File: src/rtl/uart_byte_rx.sv
// 8N1 UART receiver with 16x oversampling, 2-of-3 mid-bit majority, glitch-start rejection and framing check.
// Optional even-parity bit and parity_err port when UART_RX_PARITY_EN is defined.
module uart_byte_rx #(
  parameter int CLK_FREQ = 50_000_000,
  parameter int BAUD     = 115200
) (
  input  logic       clk,
  input  logic       rst,
  input  logic       rs232_rx,
  output logic [7:0] data_byte,
  output logic       rx_done,
  output logic       frame_err,
  output logic       rx_busy
`ifdef UART_RX_PARITY_EN
  ,
  output logic       parity_err
`endif
);

  localparam int OS_DIV = CLK_FREQ / (BAUD * 16);
  localparam int TW     = (OS_DIV > 1) ? $clog2(OS_DIV) : 1;

  typedef enum logic [2:0] {
    IDLE      = 3'd0,
    START     = 3'd1,
    DATA      = 3'd2,
    PARITY    = 3'd3,
    STOP      = 3'd4,
    WAIT_HIGH = 3'd5
  } state_t;

  state_t          state, state_nx;
  logic            rx_s1, rx_s2, rx_s3;
  logic [TW-1:0]   tick_cnt;
  logic [3:0]      sub_cnt;
  logic [2:0]      bit_cnt;
  logic [1:0]      samp;
  logic [7:0]      shift_reg;
  logic            tick, fall, resolve, bit_val;
  logic            done_set, ferr_set;
  logic            par_ok;

  // Sub-tick n is the n-th oversample tick into a bit: samples land at 7 and 8,
  // and the third sample is taken live at 9 where the bit is resolved.
  assign tick    = (tick_cnt == TW'(OS_DIV - 1));
  assign fall    = rx_s3 & ~rx_s2;
  assign resolve = tick && (sub_cnt == 4'd8);
  assign bit_val = (samp[0] & samp[1]) | (samp[0] & rx_s2) | (samp[1] & rx_s2);
  assign rx_busy = state inside {START, DATA, PARITY, STOP};

`ifdef UART_RX_PARITY_EN
  logic par_bit;
  logic perr_set;
  assign par_ok = ~((^shift_reg) ^ par_bit);
`else
  assign par_ok = 1'b1;
`endif

  always_ff @(posedge clk or negedge rst) begin
    if (!rst) state <= IDLE;
    else      state <= state_nx;
  end

  // rx_done is a one-cycle valid with no ready: data_byte is held until the
  // next good byte, so the consumer may capture it on or after the pulse.
  always_comb begin
    state_nx = state;
    done_set = 1'b0;
    ferr_set = 1'b0;
`ifdef UART_RX_PARITY_EN
    perr_set = 1'b0;
`endif
    case (state)
      IDLE:  if (fall) state_nx = START;
      START: if (resolve) state_nx = bit_val ? IDLE : DATA;
      DATA: begin
        if (resolve && bit_cnt == 3'd7) begin
`ifdef UART_RX_PARITY_EN
          state_nx = PARITY;
`else
          state_nx = STOP;
`endif
        end
      end
`ifdef UART_RX_PARITY_EN
      PARITY: if (resolve) state_nx = STOP;
`endif
      STOP: begin
        if (resolve) begin
          state_nx = WAIT_HIGH;
          if (!bit_val)    ferr_set = 1'b1;
          else if (par_ok) done_set = 1'b1;
`ifdef UART_RX_PARITY_EN
          else             perr_set = 1'b1;
`endif
        end
      end
      WAIT_HIGH: if (rx_s2) state_nx = IDLE;
      default: state_nx = IDLE;
    endcase
  end

  always_ff @(posedge clk or negedge rst) begin
    if (!rst) begin
      rx_s1     <= 1'b1;
      rx_s2     <= 1'b1;
      rx_s3     <= 1'b1;
      tick_cnt  <= '0;
      sub_cnt   <= '0;
      bit_cnt   <= '0;
      samp      <= '0;
      shift_reg <= '0;
      data_byte <= '0;
      rx_done   <= 1'b0;
      frame_err <= 1'b0;
    end else begin
      rx_s1     <= rs232_rx;
      rx_s2     <= rx_s1;
      rx_s3     <= rx_s2;
      rx_done   <= done_set;
      frame_err <= ferr_set;
      if (done_set) data_byte <= shift_reg;
      if (!rx_busy) begin
        tick_cnt <= '0;
        sub_cnt  <= '0;
        bit_cnt  <= '0;
      end else begin
        tick_cnt <= tick ? '0 : tick_cnt + 1'b1;
        if (tick) begin
          sub_cnt <= sub_cnt + 1'b1;
          if (sub_cnt == 4'd6) samp[0] <= rx_s2;
          if (sub_cnt == 4'd7) samp[1] <= rx_s2;
        end
        if (state == DATA && resolve) begin
          shift_reg[bit_cnt] <= bit_val;
          bit_cnt            <= bit_cnt + 1'b1;
        end
      end
    end
  end

`ifdef UART_RX_PARITY_EN
  always_ff @(posedge clk or negedge rst) begin
    if (!rst) begin
      par_bit    <= 1'b0;
      parity_err <= 1'b0;
    end else begin
      parity_err <= perr_set;
      if (state == PARITY && resolve) par_bit <= bit_val;
    end
  end
`endif

endmodule

File: config.mk
export PLATFORM = sky130hd
export DESIGN_NAME = uart_byte_rx
export DESIGN_NICKNAME = d
export VERILOG_FILES = /design/src/rtl/uart_byte_rx.sv
export SDC_FILE = /design/constraint.sdc
export NUM_CORES = 1
export LEC_CHECK = 0
export BUFFER_PORTS_ARGS = -buffer_cell sky130_fd_sc_hd__buf_2
export CAP_MARGIN = 20
export CORE_MARGIN = 2
export CORE_UTILIZATION = 40
export CTS_CLUSTER_SIZE = 14
export DETAILED_ROUTE_END_ITERATION = 7
export PLACE_DENSITY = 0.69
export RECOVER_POWER = 25
export SYNTH_ARGS = -nofsm -noshare
export SYNTH_HDL_FRONTEND = slang
export SYNTH_SLANG_ARGS = --single-unit
File: constraint.sdc
create_clock -name clk -period 1.9 [get_ports clk]
set_input_delay 0.19 -clock clk [delete_from_list [all_inputs] [get_ports clk]]
set_output_delay 0.19 -clock clk [all_outputs]
set_load 0.01 [all_outputs]
==> impl_metrics.toml, run 1 <==
[logic_synthesis]
ys_warn_count = 0
synthArstFlopShare = 1.00
syn_nets = 164
synth_flop_cell = "dfrtp_1"
synth_cell_types = 44
syn_avg_cell_area_sq_um = 12.1
synth_edf_count = 0
synth_seq_cells = 38
yosys.area.top_type = "dfrtp_1"
ys_seq_area_frac = 0.513
synth_top_area_frac = 0.471
synth_area_leaders = "dfrtp_1 (47%), mux2_1 (9.1%), ha_1 (4.7%)"
syn-instance-count = 154
netlist_area_sq_um = 1860

[grt]
antenna_found_initial = 0
first_global_vias = 1294
grtUsageTotal = 0.148
grt_pass1_wl_mm = 5.82
grt.overflow.total = 0
grt_max_degree = 39

[die]
core-area_sq_um = 4410
io_pins = 14
fp.dieW_microns = 72.2
initial_utilization = 0.421
dieArea_sq_um = 5210
dieHeight_microns = 72.2
rows = 24

[setup_path]
r2r_start = "tick_cnt[0]$_DFF_PN0_"
cp-start-kind = "flip-flop"
critical_path_class = "flip-flop to flip-flop"
r2r_end = "shift_reg[6]$_DFFE_PN0P_"
r2r_slack_ps = 110
end_kind = "flip-flop"
path_max_fanout = 11
worst-endpoint-required_ps = 2080
critPathArrivalTime_ps = 1970
r2r_cells = 5

[sta]
worstMarginPinSlew_ps = 923
finalHoldViolCount = 0
fmaxAchievable_mhz = 559
hold_slack_ps = 20.7
fin_crit_sh = 0.942
slew_headroom = 0.384
setup_viol = 0
finalMaxSlewViolations = 0
fin_crit_ps = 1790
grt_setup_unrepaired = "true"
fin_ws_ps = 110
fin_skew_ps = 9.88

[placed_design]
portBuffers = 13
gp_congestion = 0.838
place_hpwl_mm = 2.35
dp_slack_ps = 24.4
placed_area_sq_um = 2010

[detailed_routing]
vias_per_cell = 5.34
drt_iter0_markers = 50
drc = 0
ant_nets = 0
num_vias = 1224
wirelength_mm = 3.15
wl_per_cell_microns = 13.8
drtPass1Iterations = 4

[cts]
cts.htree.levels = 2
insertion_delay_ps = 290
clkTransAtPathRegs_ps = 80
cts_max_path_buffers = 2
root_buffer = "clkbuf_8"
post_cts_buffers = 0
numCtsBuffers = 5
clkSinkCount = 38
cts_tree = "done"

[final_layout]
drive_above_1_share = 0.271
nNetsFinal = 186
antennaDiodeCount = 0
post-route-cell-area_sq_um = 2160
fin_util = 0.489
final_common_cell = "dfrtp_1"
area_growth_pct = 16.1
final_cell_mix = "dfrtp_1 (35), mux2_1 (15), buf_2 (12), buf_4 (9)"

[power_and_ir_drop]
ir_drop_mv = 0.601
p_per_area_nw_per_um2 = 905
leakagePower_nw = 1.06
totalPowerFinal_w = 0.00195

[job]
cap_violations = 0

[status]
status = "completed"

[worst_hold_path]
hold_class = "primary input to asynchronous set/reset pin"
## worst max path at each step
| stage | start | end | slack [ps] | cells after the start |
|---|---|---|---|---|
| 2_1_floorplan | tick_cnt[0]$_DFF_PN0_ | shift_reg[5]$_DFFE_PN0P_ | 120 | 6 |
| 3_3_place_gp | tick_cnt[0]$_DFF_PN0_ | data_byte[2]$_DFFE_PN0P_ | 70 | 5 |
| 3_5_place_dp | tick_cnt[0]$_DFF_PN0_ | data_byte[3]$_DFFE_PN0P_ | 20 | 5 |
| 4_1_cts | tick_cnt[0]$_DFF_PN0_ | data_byte[0]$_DFFE_PN0P_ | 8 | 5 |
| 5_1_grt | tick_cnt[0]$_DFF_PN0_ | shift_reg[4]$_DFFE_PN0P_ | -30 | 5 |
| 6_report | tick_cnt[0]$_DFF_PN0_ | shift_reg[6]$_DFFE_PN0P_ | 110 | 5 |
## timing repair
item	in CTS	in global routing
hold buffers	1	0
gates resized for setup	0	5
endpoints found under the setup margin	0	12
hold endpoints to repair	1	0
## critical path, stage by stage, from the launching register on
cell,delay [ps]
dfrtp_1,410
inv_1,70
ha_1,200
nand4b_4,240
nor4_1,410
mux2_1,350
## power breakdown
group          internal (W)  switching [W]
logic              0.000139       0.000151
registers          0.000894      0.0000972
clock network      0.000390       0.000282
## layout make-up
class / instances / area (sq um)
clock buffer: 5 / 68.8
sequential: 38 / 955
clock inverter: 3 / 45.0
timing repair buffer: 23 / 143
fill: 389 / 2250
inverter: 8 / 30.0
tap: 52 / 65.1
multi-input combinational: 100 / 853
## metrics by stage
step | std cells | setup TNS, ps
finish | 229 | 0
global route | 229 | -69.6
CTS | 229 | 0
detailed placement | 220 | 0
global placement | 220 | 0
floorplan | 154 | 0
## synthesized netlist by cell type, types with 2 or more instances
cell      number
dfstp_2        3
nand2b_1       3
buf_6          2
ha_1           7
nor3b_1        2
mux2i_1        2
and3_1         2
mux2_1        15
nor4_1         4
or3_1          3
nor3_1         6
xor2_1         2
nand4_1        3
mux2_2         3
o21ai_0        2
nand2_1        7
and3b_1        3
o21ai_1        2
a21oi_1        4
nor4_2         3
nand3_1        8
clkbuf_1       5
dfrtp_1       35
inv_1          8
## kinds of logic (layout without fill, tap and decap cells)
family,after synthesis,after routing,synth area share
AO/OA/AOI/OAI,14,14,0.0491
XOR/XNOR,3,3,0.0141
adder cells (fa/ha/maj),8,8,0.0525
buffers and inverters,16,39,0.0410
flip-flops,38,38,0.513
multiplexers,20,20,0.120
AND/OR/NAND/NOR,55,55,0.210
## routing by layer
| layer | share of wire | vias to the layer above | wire length (microns) | GRT usage |
|---|---|---|---|---|
| met5 | 0 | - | 0 | 0 |
| met4 | 0.029 | 0 | 91 | 0.0692 |
| met3 | 0.034 | 8 | 107 | 0.0514 |
| met2 | 0.51 | 19 | 1590 | 0.252 |
| met1 | 0.43 | 597 | 1360 | 0.166 |
| li1 | - | 600 | - | - |
Note: power is estimated with default switching activity, not from simulation.
==> run 2: changes to the inputs <==
--- a/config.mk
+++ b/config.mk
@@ -13,6 +13,7 @@
 export DETAILED_ROUTE_END_ITERATION = 7
 export PLACE_DENSITY = 0.69
 export RECOVER_POWER = 25
+export REMOVE_ABC_BUFFERS = 1
 export SYNTH_ARGS = -nofsm -noshare
 export SYNTH_HDL_FRONTEND = slang
 export SYNTH_SLANG_ARGS = --single-unit
==> run 2 against run 1 <==
- die area unchanged
- via count increased by 1.4%
- critical path depth unchanged
- register-to-register slack improved by 30 ps
- hold slack got worse by 6.6 ps
- sequential share of layout area increased by 0.65 points
- total power decreased by 5.4%
- clock-buffer cell count increased by 2
- worst setup slack improved by 0.60 ps
- clock power decreased by 15%
- wire length increased by 2.4%
- clock skew decreased by 6.8 ps
==> impl_metrics.toml, run 2 (same netlist as run 1, synthesis figures left out) <==
[power_and_ir_drop]
leakagePower_nw = 1.06
ir_drop_mv = 0.450
p_per_area_nw_per_um2 = 869
totalPowerFinal_w = 0.00185

[grt]
first_global_vias = 1307
grtUsageTotal = 0.143
antenna_found_initial = 0
grt_max_degree = 39
grt.overflow.total = 0
grt_pass1_wl_mm = 5.71

[cts]
root_buffer = "clkbuf_8"
cts.htree.levels = 2
insertion_delay_ps = 290
clkSinkCount = 38
clkTransAtPathRegs_ps = 70
cts_max_path_buffers = 2
numCtsBuffers = 5
cts_tree = "done"

[detailed_routing]
top_layer = "met4"
wl_met2_mm = 1.56
drt_iter0_markers = 65
vias_per_cell = 5.42
drtPass1Iterations = 4
wl_met1_mm = 1.47
wl_per_cell_microns = 14.1
wirelength_mm = 3.23
dr_wl_met3_microns = 134
ant_nets = 0
drc = 0
num_vias = 1241

[sta]
finalMaxSlewViolations = 0
fin_skew_ps = 3.11
grt_setup_unrepaired = "false"
setup_viol = 0
tns_ps = 0
fmaxAchievable_mhz = 559
finalHoldViolCount = 0
fin_crit_sh = 0.942
slew_headroom = 0.397
worstMarginPinSlew_ps = 904
fin_crit_ps = 1790

[die]
rows = 24
fp.dieW_microns = 72.2
core-area_sq_um = 4410
dieHeight_microns = 72.2
io_pins = 14
dieArea_sq_um = 5210
initial_utilization = 0.421

[final_layout]
fillers = 400
fin_cells = 229
nNetsFinal = 186
drive_above_1_share = 0.243
area_growth_pct = 14.4
final_cell_mix = "dfrtp_1 (35), mux2_1 (15), buf_2 (12), buf_4 (9)"
final_common_cell = "dfrtp_1"
post-route-cell-area_sq_um = 2130
antennaDiodeCount = 0
register_area_sq_um = 955
multi_input_area_sq_um = 845
fin_util = 0.482

[status]
status = "completed"

[setup_path]
critical_path_class = "flip-flop to output pin"
r2r_end = "shift_reg[5]$_DFFE_PN0P_"
worst-endpoint-required_ps = 1710
r2r_cells = 5
path_max_fanout = 9
r2r_slack_ps = 140
end_kind = "output pin"
cp-start-kind = "flip-flop"
critPathArrivalTime_ps = 1600
r2r_start = "tick_cnt[0]$_DFF_PN0_"
cp-endpoint = "rx_busy"
startpoint = "state[0]$_DFFE_PN0P_"

[placed_design]
place_hpwl_mm = 2.33
portBuffers = 13
place_inst = 219
gp_congestion = 0.878
placed_area_sq_um = 2000

[worst_hold_path]
hold_class = "primary input to asynchronous set/reset pin"

[job]
cap_violations = 0
-- run 2: layer usage --
metal | vias to the layer above | GRT usage
met5 | - | 0
met4 | 0 | 0.0734
met3 | 6 | 0.0528
met2 | 25 | 0.236
met1 | 610 | 0.161
li1 | 600 | -
-- run 2: power by group --
part           leakage [nW]  switching [W]  internal (W)  total [W]
registers             0.503      0.0000974      0.000894   0.000991
clock network        0.0482       0.000276      0.000293   0.000569
logic                 0.504       0.000152      0.000136   0.000288
total                  1.06       0.000526       0.00132    0.00185
-- run 2: how the worst min path moves through the flow --
| stage | endpoint | slack [ps] |
|---|---|---|
| floorplan | bit_cnt[0]$_DFFE_PN0P_ | -110 |
| global placement | rx_s1$_DFF_PN1_ | 300 |
| detailed placement | rx_s1$_DFF_PN1_ | 300 |
| CTS | data_byte[3]$_DFFE_PN0P_ | 20 |
| global route | data_byte[3]$_DFFE_PN0P_ | 110 |
| finish | data_byte[3]$_DFFE_PN0P_ | 10 |
-- run 2: what timing repair did --
| action | 4_1_cts | 5_1_grt |
|---|---|---|
| endpoints found under the setup margin | 0 | 14 |
| hold buffers | 1 | 0 |
| setup buffers | 0 | 1 |
| gates resized for setup | 0 | 2 |
| hold endpoints to repair | 1 | 0 |
-- run 2: critical path, stage by stage (launching register included) --
cell	delay, ps
dfrtp_1	380
buf_4	160
or3_1	450
nand2_1	140
inv_1	50
buf_2	130
-- run 2: layout make-up --
| class | count | share of cell area |
|---|---|---|
| Timing Repair Buffer | 23 | 0.0670 |
| Inverter | 8 | 0.0141 |
| Tap cell | 52 | 0.0306 |
| Multi-Input combinational cell | 100 | 0.397 |
| Sequential cell | 38 | 0.449 |
| Clock buffer | 7 | 0.0406 |
| Clock inverter | 1 | 0.00235 |
-- run 2: stage by stage --
step,worst slack [ps],hold slack (ps)
floorplan,54.8,-106
global placement,95.5,297
detailed placement,43.7,297
CTS,29.3,15.9
global route,9.03,107
finish,111,14.1
